**src/rtl/rhythm_audio_pkg.sv**
```systemverilog
// Shared types and constants for the audio capture path.
// Used by i2s_rx_deserializer and i2s_capture.
package rhythm_audio_pkg;

    typedef logic [15:0] sample_t;

    typedef struct packed {
        sample_t l;
        sample_t r;
    } stereo_frame_t;

    typedef enum logic [1:0] {
        IDLE,
        SYNC,
        RUN
    } cap_state_t;

    localparam int FRAMES_PER_WORD       = 4;
    localparam int MONO_SAMPLES_PER_WORD = 8;
    localparam int SDRAM_WORD_W          = 128;

endpackage

```
**src/rtl/i2s_rx_deserializer.sv**
```systemverilog
// I2S slave receiver: synchronises SClk/LRClk/Din, frames slots
// with the one-bit delay and emits complete {L,R} frames.
module i2s_rx_deserializer
    import rhythm_audio_pkg::*;
#(
    parameter int SYNC_STAGES = 2
) (
    input  logic          clk,
    input  logic          reset,
    input  logic          SClk,
    input  logic          LRClk,
    input  logic          Din,
    output logic          frame_valid,
    output stereo_frame_t frame,
    output logic          lr_fall
);

    logic [SYNC_STAGES-1:0] sclk_sync_q;
    logic [SYNC_STAGES-1:0] lr_sync_q;
    logic [SYNC_STAGES-1:0] din_sync_q;
    logic                   sclk_prev_q;

    logic          lr_prev_q;
    logic [4:0]    bitcnt_q;
    logic [15:0]   shift_q;
    sample_t       left_q;
    logic          left_vld_q;
    stereo_frame_t frame_q;
    logic          frame_valid_q;
    logic          lr_fall_q;

    logic          sclk_s;
    logic          lr_s;
    logic          din_s;
    logic          rise;
    logic          lr_change;
    logic          shift_en;
    logic          sample_done;
    logic [15:0]   sample_c;

    assign sclk_s      = sclk_sync_q[SYNC_STAGES-1];
    assign lr_s        = lr_sync_q[SYNC_STAGES-1];
    assign din_s       = din_sync_q[SYNC_STAGES-1];
    assign rise        = sclk_s & ~sclk_prev_q;
    assign lr_change   = lr_s != lr_prev_q;
    assign shift_en    = rise & ~lr_change & (bitcnt_q != 5'd16);
    assign sample_done = shift_en & (bitcnt_q == 5'd15);
    assign sample_c    = {shift_q[14:0], din_s};

    // Bring the codec's asynchronous lines into the clk domain.
    always_ff @(posedge clk or posedge reset) begin
        if (reset) begin
            sclk_sync_q <= '0;
            lr_sync_q   <= '0;
            din_sync_q  <= '0;
            sclk_prev_q <= 1'b0;
        end else begin
            sclk_sync_q <= {sclk_sync_q[SYNC_STAGES-2:0], SClk};
            lr_sync_q   <= {lr_sync_q[SYNC_STAGES-2:0], LRClk};
            din_sync_q  <= {din_sync_q[SYNC_STAGES-2:0], Din};
            sclk_prev_q <= sclk_s;
        end
    end

    // Slot framing, MSB-first shift and stereo frame assembly.
    always_ff @(posedge clk or posedge reset) begin
        if (reset) begin
            lr_prev_q     <= 1'b0;
            bitcnt_q      <= 5'd16;
            shift_q       <= '0;
            left_q        <= '0;
            left_vld_q    <= 1'b0;
            frame_q       <= '0;
            frame_valid_q <= 1'b0;
            lr_fall_q     <= 1'b0;
        end else begin
            frame_valid_q <= 1'b0;
            lr_fall_q     <= 1'b0;
            if (rise) begin
                lr_prev_q <= lr_s;
            end
            if (rise && lr_change) begin
                bitcnt_q  <= 5'd0;
                lr_fall_q <= ~lr_s;
            end else if (shift_en) begin
                bitcnt_q <= bitcnt_q + 5'd1;
                shift_q  <= sample_c;
            end
            if (sample_done) begin
                if (!lr_s) begin
                    left_q     <= sample_c;
                    left_vld_q <= 1'b1;
                end else if (left_vld_q) begin
                    frame_q       <= '{l: left_q, r: sample_c};
                    frame_valid_q <= 1'b1;
                    left_vld_q    <= 1'b0;
                end
            end
        end
    end

    assign frame_valid = frame_valid_q;
    assign frame       = frame_q;
    assign lr_fall     = lr_fall_q;

endmodule

```
**src/rtl/i2s_capture.sv**
```systemverilog
// I2S capture: packs received frames into 128-bit words for an SDRAM ring.
// Define I2S_CAPTURE_MONO_EN to store only the left channel.
module i2s_capture
    import rhythm_audio_pkg::*;
#(
    parameter logic [21:0] BASE_ADDR   = 22'h200000,
    parameter logic [21:0] LEN_WORDS   = 22'h010000,
    parameter int          SYNC_STAGES = 2
) (
    input  logic                    clk,
    input  logic                    reset,
    input  logic                    enable,
    input  logic                    SClk,
    input  logic                    LRClk,
    input  logic                    Din,
    input  logic                    sdram_wait,
    input  logic                    sdram_ac,
    output logic                    sdram_wr,
    output logic [21:0]             sdram_addr,
    output logic [SDRAM_WORD_W-1:0] sdram_wrdata,
    output logic                    busy,
    output logic                    overrun,
    output logic                    wrap_pulse
);

`ifdef I2S_CAPTURE_MONO_EN
    localparam int SLOTS  = MONO_SAMPLES_PER_WORD;
    localparam int SLOT_W = 16;
`else
    localparam int SLOTS  = FRAMES_PER_WORD;
    localparam int SLOT_W = 32;
`endif
    localparam int CNT_W = $clog2(SLOTS);
    localparam logic [CNT_W-1:0] LAST_SLOT = CNT_W'(SLOTS - 1);
    localparam logic [21:0] LAST_ADDR = BASE_ADDR + LEN_WORDS - 22'd1;

    logic          frame_valid;
    logic          lr_fall;
    stereo_frame_t frame;
    logic [SLOT_W-1:0] slot_data;

    cap_state_t              state_q;
    logic [CNT_W-1:0]        cnt_q;
    logic [SDRAM_WORD_W-1:0] word_q;
    logic [SDRAM_WORD_W-1:0] word_d;

    logic                    sdram_wr_q;
    logic [21:0]             addr_q;
    logic [SDRAM_WORD_W-1:0] data_q;
    logic                    overrun_q;
    logic                    wrap_q;

    logic take;
    logic word_done;
    logic go_sync;
    logic ack;

    i2s_rx_deserializer #(
        .SYNC_STAGES(SYNC_STAGES)
    ) u_rx (
        .clk        (clk),
        .reset      (reset),
        .SClk       (SClk),
        .LRClk      (LRClk),
        .Din        (Din),
        .frame_valid(frame_valid),
        .frame      (frame),
        .lr_fall    (lr_fall)
    );

`ifdef I2S_CAPTURE_MONO_EN
    assign slot_data = frame.l;
`else
    assign slot_data = frame;
`endif

    assign take      = frame_valid & enable & (state_q == RUN);
    assign word_done = take & (cnt_q == LAST_SLOT);
    assign go_sync   = (state_q == IDLE) & enable;
    assign ack       = sdram_ac & sdram_wr_q & ~sdram_wait;

    // Current word with the incoming frame dropped into its slot.
    always_comb begin
        word_d = word_q;
        word_d[cnt_q*SLOT_W +: SLOT_W] = slot_data;
    end

    // Capture FSM and packer; any state other than RUN restarts the word.
    always_ff @(posedge clk or posedge reset) begin
        if (reset) begin
            state_q <= IDLE;
            cnt_q   <= '0;
            word_q  <= '0;
        end else begin
            unique case (state_q)
                IDLE: if (enable) state_q <= SYNC;
                SYNC: begin
                    if (!enable)      state_q <= IDLE;
                    else if (lr_fall) state_q <= RUN;
                end
                RUN:  if (!enable) state_q <= IDLE;
                default: state_q <= IDLE;
            endcase
            if (state_q != RUN) begin
                cnt_q <= '0;
            end else if (take) begin
                cnt_q  <= cnt_q + CNT_W'(1);
                word_q <= word_d;
            end
        end
    end

    // Single pending write; an ack frees the slot for a word completing now.
    always_ff @(posedge clk or posedge reset) begin
        if (reset) begin
            sdram_wr_q <= 1'b0;
            addr_q     <= BASE_ADDR;
            data_q     <= '0;
            overrun_q  <= 1'b0;
            wrap_q     <= 1'b0;
        end else begin
            wrap_q <= 1'b0;
            if (go_sync) begin
                overrun_q <= 1'b0;
            end
            if (ack) begin
                addr_q     <= (addr_q == LAST_ADDR) ? BASE_ADDR
                                                    : addr_q + 22'd1;
                wrap_q     <= addr_q == LAST_ADDR;
                sdram_wr_q <= word_done;
                if (word_done) begin
                    data_q <= word_d;
                end
            end else if (word_done) begin
                if (sdram_wr_q) begin
                    overrun_q <= 1'b1;
                end else begin
                    sdram_wr_q <= 1'b1;
                    data_q     <= word_d;
                end
            end
        end
    end

    assign sdram_wr     = sdram_wr_q;
    assign sdram_addr   = addr_q;
    assign sdram_wrdata = data_q;
    assign overrun      = overrun_q;
    assign wrap_pulse   = wrap_q;
    assign busy         = (state_q != IDLE) | sdram_wr_q;

endmodule
```
**config.mk**
```make
export PLATFORM = sky130hd
export DESIGN_NAME = i2s_capture
export DESIGN_NICKNAME = d
export VERILOG_FILES = /design/src/rtl/rhythm_audio_pkg.sv /design/src/rtl/i2s_rx_deserializer.sv /design/src/rtl/i2s_capture.sv
export SDC_FILE = /design/constraint.sdc
export NUM_CORES = 1
export LEC_CHECK = 0
export CAP_MARGIN = 20
export CORE_AREA = 2 2 220 222
export DETAILED_ROUTE_END_ITERATION = 6
export DIE_AREA = 0 0 222 224
export REMOVE_ABC_BUFFERS = 1
export SYNTH_ARGS = -nofsm -noshare
export SYNTH_HDL_FRONTEND = slang
export SYNTH_HIERARCHICAL = 1
export SYNTH_SLANG_ARGS = --single-unit
```
**constraint.sdc**
```tcl
create_clock -name clk -period 14.57 [get_ports clk]
set_input_delay 2.1855 -clock clk [delete_from_list [all_inputs] [get_ports clk]]
set_output_delay 2.1855 -clock clk [all_outputs]
set_load 0.02 [all_outputs]
```
Yosys cells after proc, flatten, opt, wreduce, memory -nomap -nowiden:

Cells that the tools add are included.
W data, S select, Z words.

* flip-flop bits (word level): 364
* latch bits: 0
* memory bits (writable): 0
* ROM bits: 0
* bits of input ports: 8
* output and inout port bits: 154
* logic and storage cells: 95
* memories: 0

* $add $sub $neg: 4
* $mul: 0
* div/mod/pow operators: 0
* $lt $le $gt $ge: 0
* equal/unequal tests: 12
* shift-type cells: 2
* multiplexer cells: 27
* bitwise operators: 17
* reductions and logical operators: 12

Operators with widths (count)
* $mux W128: 4
* $bwmux W128: 1
* $shift A32 B34 Y128 const A: 1
* $shiftx A32 B34 Y128: 1
* $neg A7 Y34: 1
* $add A22 B1 Y22 const B: 1
* $eq A22 B22 Y1 const B: 1
* $mux W22: 1
* $mux W1: 12
* $mux W2: 6
* $and A1 B1 Y1: 10
* $mux W5: 2
* $reduce_and A2 Y1: 4
* $reduce_bool A2 Y1: 4
* $ne A2 B2 Y1 const B: 3
* $not A1 Y1: 6
* $pmux W2 S3: 1
* $reduce_and A3 Y1: 2
* $add A5 B1 Y5 const B: 1
* $eq A5 B4 Y1 const B: 1
* $ne A5 B5 Y1 const B: 1
* $eq A2 B2 Y1 const B: 2
* $ne A3 B2 Y1 const B: 1
* $add A2 B1 Y2 const B: 1
* 6 further kinds: 6

Logic depth before layout (Yosys ltp):

Gate-level depths: netlist of run 1.

* word-level depth: 6
* gate-level depth with buffers: 9
* gate-level depth less buffers: 6

Hierarchy:

The synthesis of run 1 kept the hierarchy.

Modules (own cells, without submodules)
* i2s_capture: instances 1, cells each 1074, area an instance 11048.1 um^2, sequential area each 6332.3 um^2
* i2s_rx_deserializer: instances 1, cells each 187, area an instance 3065.4 um^2, sequential area each 1978.1 um^2

Worst setup path after synthesis of run 1:

No wires, ideal clock.

* path type: input to register
* start: input sdram_ac
* end: register data_q[0] (netlist: sdram_wrdata[0])
* setup time: 0.083 ns
* arrival: 3.442 ns
* required time: 14.487 ns
* slack: 11.046 ns
* stages on the path: 7
* buffers on the path: 3
* cell sequence: nor2b_1 -> o211ai_1 -> clkbuf_1 -> buf_2 -> buf_2 -> nand2_1 -> o21ai_0

* word-level cells in the longest chain between the ends: 4
* elaborated cells on any way between the ends: 5
* classes of those cells: 1 x eq/ne; 1 x mux; 2 x bitwise; 1 x reduce/logical

RTL lines
* start, declared: line i2s_capture.sv:17 `input logic sdram_ac,`
* $and A1 B1 Y1 * (2 in series): line i2s_capture.sv:80 `assign ack = sdram_ac & sdram_wr_q & ~sdram_wait;`
* $ne A2 B1 Y1 (no line)
* $reduce_and A2 Y1 (no line)
* end signal, assigned: line i2s_capture.sv:132 `data_q <= word_d;`
* end signal, assigned: line i2s_capture.sv:139 `data_q <= word_d;`
* end, declared: line i2s_capture.sv:49 `logic [SDRAM_WORD_W-1:0] data_q;`

Mark *: on every way between the ends. The rest lies on a longest branch, timed or not.
A chain may end at the register's enable or synchronous reset.

Final worst setup path of run 1:

* start: input enable
* end: register data_q[115] (netlist: sdram_wrdata[115])

* word-level cells in the longest chain between the ends: 4

RTL lines
* start, declared: line i2s_capture.sv:12 `input logic enable,`
* $and A1 B1 Y1 (2 in series): line i2s_capture.sv:77 `assign take = frame_valid & enable & (state_q == RUN);`
* $and A1 B1 Y1: line i2s_capture.sv:78 `assign word_done = take & (cnt_q == LAST_SLOT);`
* $reduce_and A2 Y1 (no line)

No other way between the ends.

==> impl_results.md, run 1 <==
- Slew @ Worst Pin: 1.032 ns
- Wire length per cell: 19.24 microns
- Period Utilization, post-route: 0.3534
- # DRC: 0
- Synth top area share: 0.5851
- Initial Util: 0.2981
- Row cnt: 80
- Post_cts resized: 0
- Post-synthesis cell area: 0.01411 sq mm
- Sequential-to-total area share from yosys stat: 0.5888
- Post-Synthesis Cells: 1,261
- Synth Area in XOR/XNOR: 0.01117
- Synth async-reset ratio: 1.000
- Peak supply drop: 0.06132 mV
- Worst setup EP type: register
- Yosys cell types: 53
- Max-Cap Viols: 0
- Worst EP required: 14.94 ns
- Vias per inst: 4.954
- ANT cells: 0
- Largest cells by area after synthesis: dfrtp_1 59%, a22o_1 6.1%, nor2b_1 5.8%
- Design Power: 0.001996 W
- GP Congestion: 0.7740
- Total wire length: 38,580 microns
- First-pass GRT wire length: 61,080 microns
- Syn-to-layout area delta: 23.66%
- Vias in the first global route: 9,990
- Synth warn: 6
- Hold slack final: 0.3450 ns
- Post-synth EDFFs: 0
- Worst skew pair latency: 0.55 ns
- Initial antenna violation count: 0
- Fillers: 4,578
- Root buf cell: clkbuf_16
- Status: complete, no violations
- Largest family of logic cells by synthesized area: compound AO/OA/AOI/OAI gates
- Final Skew: 0.02069 ns
- Largest net degree at the start of global routing: 117
- DP Area: 0.01613 sq mm
- Nets@finish: 1,383
- Hold Path Class: reg -> reg
- Fin area: 0.01745 sq mm
- GRT Total Usage: 0.1565
- Crit Path Max Fanout: 116
- Htree depth: 2
- Final hold vios: 0
- Clock tree buffer depth: 3
- WP data arrival: 5.52 ns
- Post-CTS Setup Repair Bufs: 0
- Share of layout cells above drive strength 1: 0.1173
- Antenna Nets Post-Route: 0
- Post-Route Setup TNS: 0 ns
- RSZ-0062 raised after global routing: no
- Drt first pass iters: 5
- Final setup fails: 0
- Hold bufs inserted after CTS: 0
- CTS Buf Count: 39
- CP Launch Type: input pin
- Synth Area in Adders: 0.007979
- PD cells: 114.4 mW/mm^2
- Reg-to-reg slack, setup: 11.17 ns
- Die Ht: 224 microns
- Core area: 0.04735 sq mm
- Post-synthesis compound-gate area fraction: 0.1579
- Iter 0 DRT Violations: 686
- TritonCTS clock tree: yes
- Clock sink count: 332
- I/O pin total: 162
- Area leader, netlist: dfrtp_1
- Leakage: 7.564 nW
- Clock slew at reported path FFs: 0.05 ns
- Slew Limit Fails: 0
- Dpl hpwl: 23,940 microns
- Mux share of post-synthesis cell area: 0.05177
- Yosys reg bits: 332
- Die X-Extent: 222 microns
- Total grt overflow: 0
- Fmax achieved: 194.2 MHz
- Min Tclk post-route: 5.149 ns
- CP Class: in -> reg
- Number of port buffers: 161
- Simple-gate share of the synthesized area: 0.1379
- Mapped Avg Cell Area: 11.19 sq um
- Via Count: 9,932
- Die ar.: 0.04973 sq mm
- Predominant post-synthesis flop cell: dfrtp_1
- Worst slew margin: 0.3120
where the power goes:
part	internal (W)	switching (W)
registers	0.000940	0.0000211
logic	0.0000220	0.0000293
clock network	0.000600	0.000384
total	0.00156	0.000434
final timing paths:
kind,startpoint,end,depth (start not counted)
worst min register to register,u_rx/din_sync_q[0],u_rx/din_sync_q[1],0
worst max register to register,cnt_q[0],word_q[80],8
worst min-delay path,u_rx/din_sync_q[0],u_rx/din_sync_q[1],0
min in group asynchronous,reset,sdram_wrdata[32],2
max in group asynchronous,reset,sdram_wrdata[30],5
worst max-delay path,enable,sdram_wrdata[115],8
cells in the mapped netlist, types with 2 or more instances:
library cell / count
mux2_2: 64
a21oi_1: 102
nand4_1: 6
o31ai_1: 2
xnor2_1: 10
or3_1: 5
a22o_1: 98
a41oi_1: 32
xor2_1: 8
nor2_1: 12
buf_6: 5
clkbuf_2: 21
buf_1: 2
and3b_1: 2
and2_1: 4
clkbuf_8: 2
nor3_1: 5
nand3_1: 8
inv_1: 12
nor4_1: 7
clkbuf_1: 60
ha_1: 9
dfstp_2: 2
o21ai_0: 104
buf_2: 29
nand2b_1: 5
buf_4: 2
nor2b_1: 131
nor3_4: 2
nor4bb_1: 2
nand3b_1: 2
dfrtp_1: 330
nor3b_1: 2
nand2_1: 155
stage by stage:
step / utilization / setup WS (ns) / cells
2_1_floorplan: - / 4.956 / 1140
3_3_place_gp: 0.3406 / 9.023 / 1937
3_5_place_dp: 0.3406 / 8.926 / 1937
4_1_cts: 0.3673 / 9.493 / 2002
5_1_grt: 0.3686 / 9.147 / 2005
6_report: 0.3686 / 9.421 / 2005
critical path: stages:
cell	delay (ns)
clkdlybuf4s50_1	0.50
and4b_2	0.29
buf_4	0.29
o211ai_1	0.16
buf_4	0.75
buf_4	0.84
nor2b_1	0.25
a41oi_1	0.06
sequential cells by signal, summed over array words and instances (netlist names), 5 cells and up:
register / flops
sdram_wrdata: 128
word_q: 96
u_rx/frame: 32
sdram_addr: 22
u_rx/left_q: 16
u_rx/shift_q: 15
u_rx/bitcnt_q: 5
final cells by class:
| class | count | area [sq um] | area share |
|---|---|---|---|
| Clock buffer | 58 | 1120 | 0.06416 |
| Clock inverter | 7 | 142.6 | 0.008173 |
| Inverter | 12 | 53.80 | 0.003083 |
| Multi-Input combinational cell | 796 | 5225 | 0.2994 |
| Sequential cell | 332 | 8310 | 0.4762 |
| Tap cell | 615 | 769.5 | 0.04409 |
| Timing Repair Buffer | 185 | 1832 | 0.1050 |
logic make-up after synthesis:
logic type | Yosys count
and+or+nand+nor | 361
buffers and inverters | 133
xor gates and xnor gates | 18
AOI/OAI and AO/OA | 343
muxes | 65
adders and majority gates | 9
DFF | 332
layout by cell type (no fill, tap or decap), types with 12 or more instances in the layout:
cell	n
a21oi_1	102
o21ai_0	104
nand2_1	155
clkbuf_1	14
clkdlybuf4s50_1	161
a41oi_1	32
a22o_1	98
nor2b_1	131
dfrtp_1	330
mux2_2	64
clkbuf_16	41
buf_4	21
nor2_1	12
metal layers:
metal	track usage	vias up	routed length [microns]
li1	-	4580	-
met1	0.2175	5031	17910
met2	0.2520	272	18250
met3	0.02518	49	1680
met4	0.04686	0	734
met5	0	-	0
Power figures use the tool's default switching activity.
==> run 2, diff against run 1 <==
Clock period 14.57 ns to 5.3 ns, I/O delays scaled along.
==> impl_results.md, run 2 (synthesized netlist as in run 1, its figures left out) <==
- Clock sink count: 332 (unchanged)
- Largest register FFs: 128 (unchanged)
- Total grt overflow: 0 (unchanged)
- Worst path bufs/invs: 2 (was 4)
- GP Congestion: 0.7874 (was 0.7740)
- Die X-Extent: 222 microns (unchanged)
- GRT Total Usage: 0.1522 (was 0.1565)
- Die Ht: 224 microns (unchanged)
- Max-Cap Viols: 0 (unchanged)
- WP depth: 7 (was 8)
- Most frequent cells in the layout: 330 x dfrtp_1, 161 x clkdlybuf4s50_1, 155 x nand2_1, 131 x nor2b_1, 104 x o21ai_0 (unchanged)
- CTS Buf Count: 38 (was 39)
- Vias in the first global route: 10,080 (was 9,990)
- First-pass GRT wire length: 59,820 microns (was 61,080 microns)
- Antenna Nets Post-Route: 0 (unchanged)
- Setup WS pre-CTS: 1.813 ns (was 8.926 ns)
- ANT cells: 0 (unchanged)
- Fmax achieved: 295.0 MHz
- Met2 routed WL: 17,970 microns (was 18,250 microns)
- TritonCTS clock tree: yes (unchanged)
- CP max stage delay: 0.70 ns (was 0.84 ns)
- DP Area: 0.01616 sq mm (was 0.01613 sq mm)
- Status: complete, no violations (unchanged)
- Highest Signal Layer: met4 (unchanged)
- Final hold vios: 0 (unchanged)
- Die ar.: 0.04973 sq mm (unchanged)
- Peak supply drop: 0.1891 mV (was 0.06132 mV)
- Worst setup EP type: register (unchanged)
- Row cnt: 80 (unchanged)
- Htree depth: 2 (unchanged)
- Syn-to-layout area delta: 23.54% (was 23.66%)
- Post-Route Setup TNS: 0 ns (unchanged)
- Register Area: 0.008310 sq mm (unchanged)
- Total wire length: 37,570 microns (was 38,580 microns)
- I/O pin total: 162 (unchanged)
- Fillers: 4,636 (was 4,578)
- CP Launch Point: cnt_q[0] (was enable)
- Worst skew pair latency: 0.55 ns (about the same)
- RSZ-0062 raised after global routing: no (unchanged)
- Delay-heaviest family, CP: simple AND/OR/NAND/NOR gates (was buffers and inverters)
- Hold Path Class: reg -> reg (unchanged)
- M1 WL: 17,450 microns (was 17,910 microns)
- Dpl hpwl: 24,240 microns (was 23,940 microns)
- Vias per inst: 4.900 (was 4.954)
- FF-to-FF path depth: 7 (was 8)
- Number of port buffers: 161 (unchanged)
- Min Tclk post-route: 3.390 ns
- Initial antenna violation count: 0 (unchanged)
- Clock tree buffer depth: 3 (unchanged)
- Slew Limit Fails: 0 (unchanged)
- Period Utilization, post-route: 0.6397
- Initial Util: 0.2981 (unchanged)
- Reg-to-reg slack, setup: 1.91 ns (was 11.17 ns)
- Wire length per cell: 18.73 microns (was 19.24 microns)
- Final WS setup: 1.910 ns (was 9.421 ns)
- Iter 0 DRT Violations: 716 (was 686)
- Worst EP required: 5.78 ns (was 14.94 ns)
- Largest net degree at the start of global routing: 138 (was 117)
- Slew @ Worst Pin: 1.010 ns (was 1.032 ns)
- Core area: 0.04735 sq mm (unchanged)
- # DRC: 0 (unchanged)
- Crit path cell chain: inv_1 -> ha_2 -> or3b_4 -> nor3b_4 -> and2_1 -> buf_4 -> a22o_1 (was clkdlybuf4s50_1 -> and4b_2 -> buf_4 -> o211ai_1 -> buf_4 -> buf_4 -> nor2b_1 -> a41oi_1)
- Root buf cell: clkbuf_16 (unchanged)
- Clock slew at reported path FFs: 0.06 ns (was 0.05 ns)
- Multi-input combinational cell area: 0.005225 sq mm (unchanged)
- Worst slew margin: 0.3211 (was 0.3120)
- Final setup fails: 0 (unchanged)
- Most common cell after layout, fill and taps aside: dfrtp_1 (unchanged)
- WP data arrival: 3.87 ns (was 5.52 ns)
- Metal3 WL: 1501 microns (was 1680 microns)
- Fin area: 0.01744 sq mm (was 0.01745 sq mm)
- Critical-path top delay cell: nor3b_4 (was buf_4)
- Hold bufs inserted after CTS: 0 (unchanged)
- Worst r2r src: cnt_q[0] (unchanged)
- HP Start: u_rx/din_sync_q[0] (unchanged)
- Nets@finish: 1,379 (was 1,383)
- Worst r2r dst: word_q[84] (was word_q[80])
- Crit path to: word_q[84] (was sdram_wrdata[115])
- Crit Path Max Fanout: 37 (was 116)
- Post_cts resized: 0 (unchanged)
- Design Power: 0.005430 W (was 0.001996 W)
- Post-CTS Setup Repair Bufs: 0 (unchanged)
- Post-layout util: 0.3683 (was 0.3686)
- Via Count: 9,829 (was 9,932)
- Leakage: 7.560 nW (was 7.564 nW)
- Drt first pass iters: 5 (unchanged)
- Final Skew: 0.01508 ns (was 0.02069 ns)
- CP Launch Type: register (was input pin)
- Share of layout cells above drive strength 1: 0.1215 (was 0.1173)
- CP Class: reg -> reg (was in -> reg)
- PD cells: 311.4 mW/mm^2 (was 114.4 mW/mm^2)
[run 2: cell count changes in the layout (fill, tap and decap cells not counted), sizes merged]
cell      previous run  this run
inv                 11        12
bufinv               4         2
clkinv               4         8
clkbuf              58        57
clkinvlp             0         2
buf                 24        21
[run 2: metal layers]
| layer | GRT usage | vias to the layer above |
|---|---|---|
| li1 | - | 4594 |
| met1 | 0.2085 | 4978 |
| met2 | 0.2489 | 214 |
| met3 | 0.02636 | 43 |
| met4 | 0.04185 | 0 |
| met5 | 0 | - |
[run 2: where the power goes]
group	switching, W	total (W)	internal [W]
logic	0.0000808	0.000139	0.0000585
clock network	0.00107	0.00265	0.00159
registers	0.0000537	0.00264	0.00258
total	0.00120	0.00543	0.00423
[run 2: how the worst min path moves through the flow]
stage / to / slack [ns] / depth (start not counted)
floorplan: u_rx/din_sync_q[1] / 0.33 / 0
global placement: u_rx/lr_sync_q[1] / 0.34 / 0
detailed placement: u_rx/din_sync_q[1] / 0.34 / 0
CTS: u_rx/din_sync_q[1] / 0.36 / 0
global route: u_rx/din_sync_q[1] / 0.37 / 0
finish: u_rx/din_sync_q[1] / 0.35 / 0
[run 2: area by class of cell]
class                      instances  share of cell area
multi-input combinational        796              0.2997
sequential                       332              0.4766
clock inverter                    12            0.008109
clock buffer                      57             0.06502
timing repair buffer             182              0.1033
inverter                          12            0.003086
tap                              615             0.04413
[run 2: metrics by stage]
step                      hold WS [ns]  std cells
after floorplan                 0.3312       1140
after detailed placement        0.3418       1937
after global placement          0.3392       1936
after CTS                       0.3554       2006
final                           0.3522       2006
after global routing            0.3661       2006
[run 2: worst reg2reg max path, cell delays in order, from the launching register on]
cell and delay [ns]:
dfrtp_1 0.56, inv_1 0.17, ha_2 0.53, or3b_4 0.56, nor3b_4 0.70, and2_1 0.22
buf_4 0.35, a22o_1 0.23
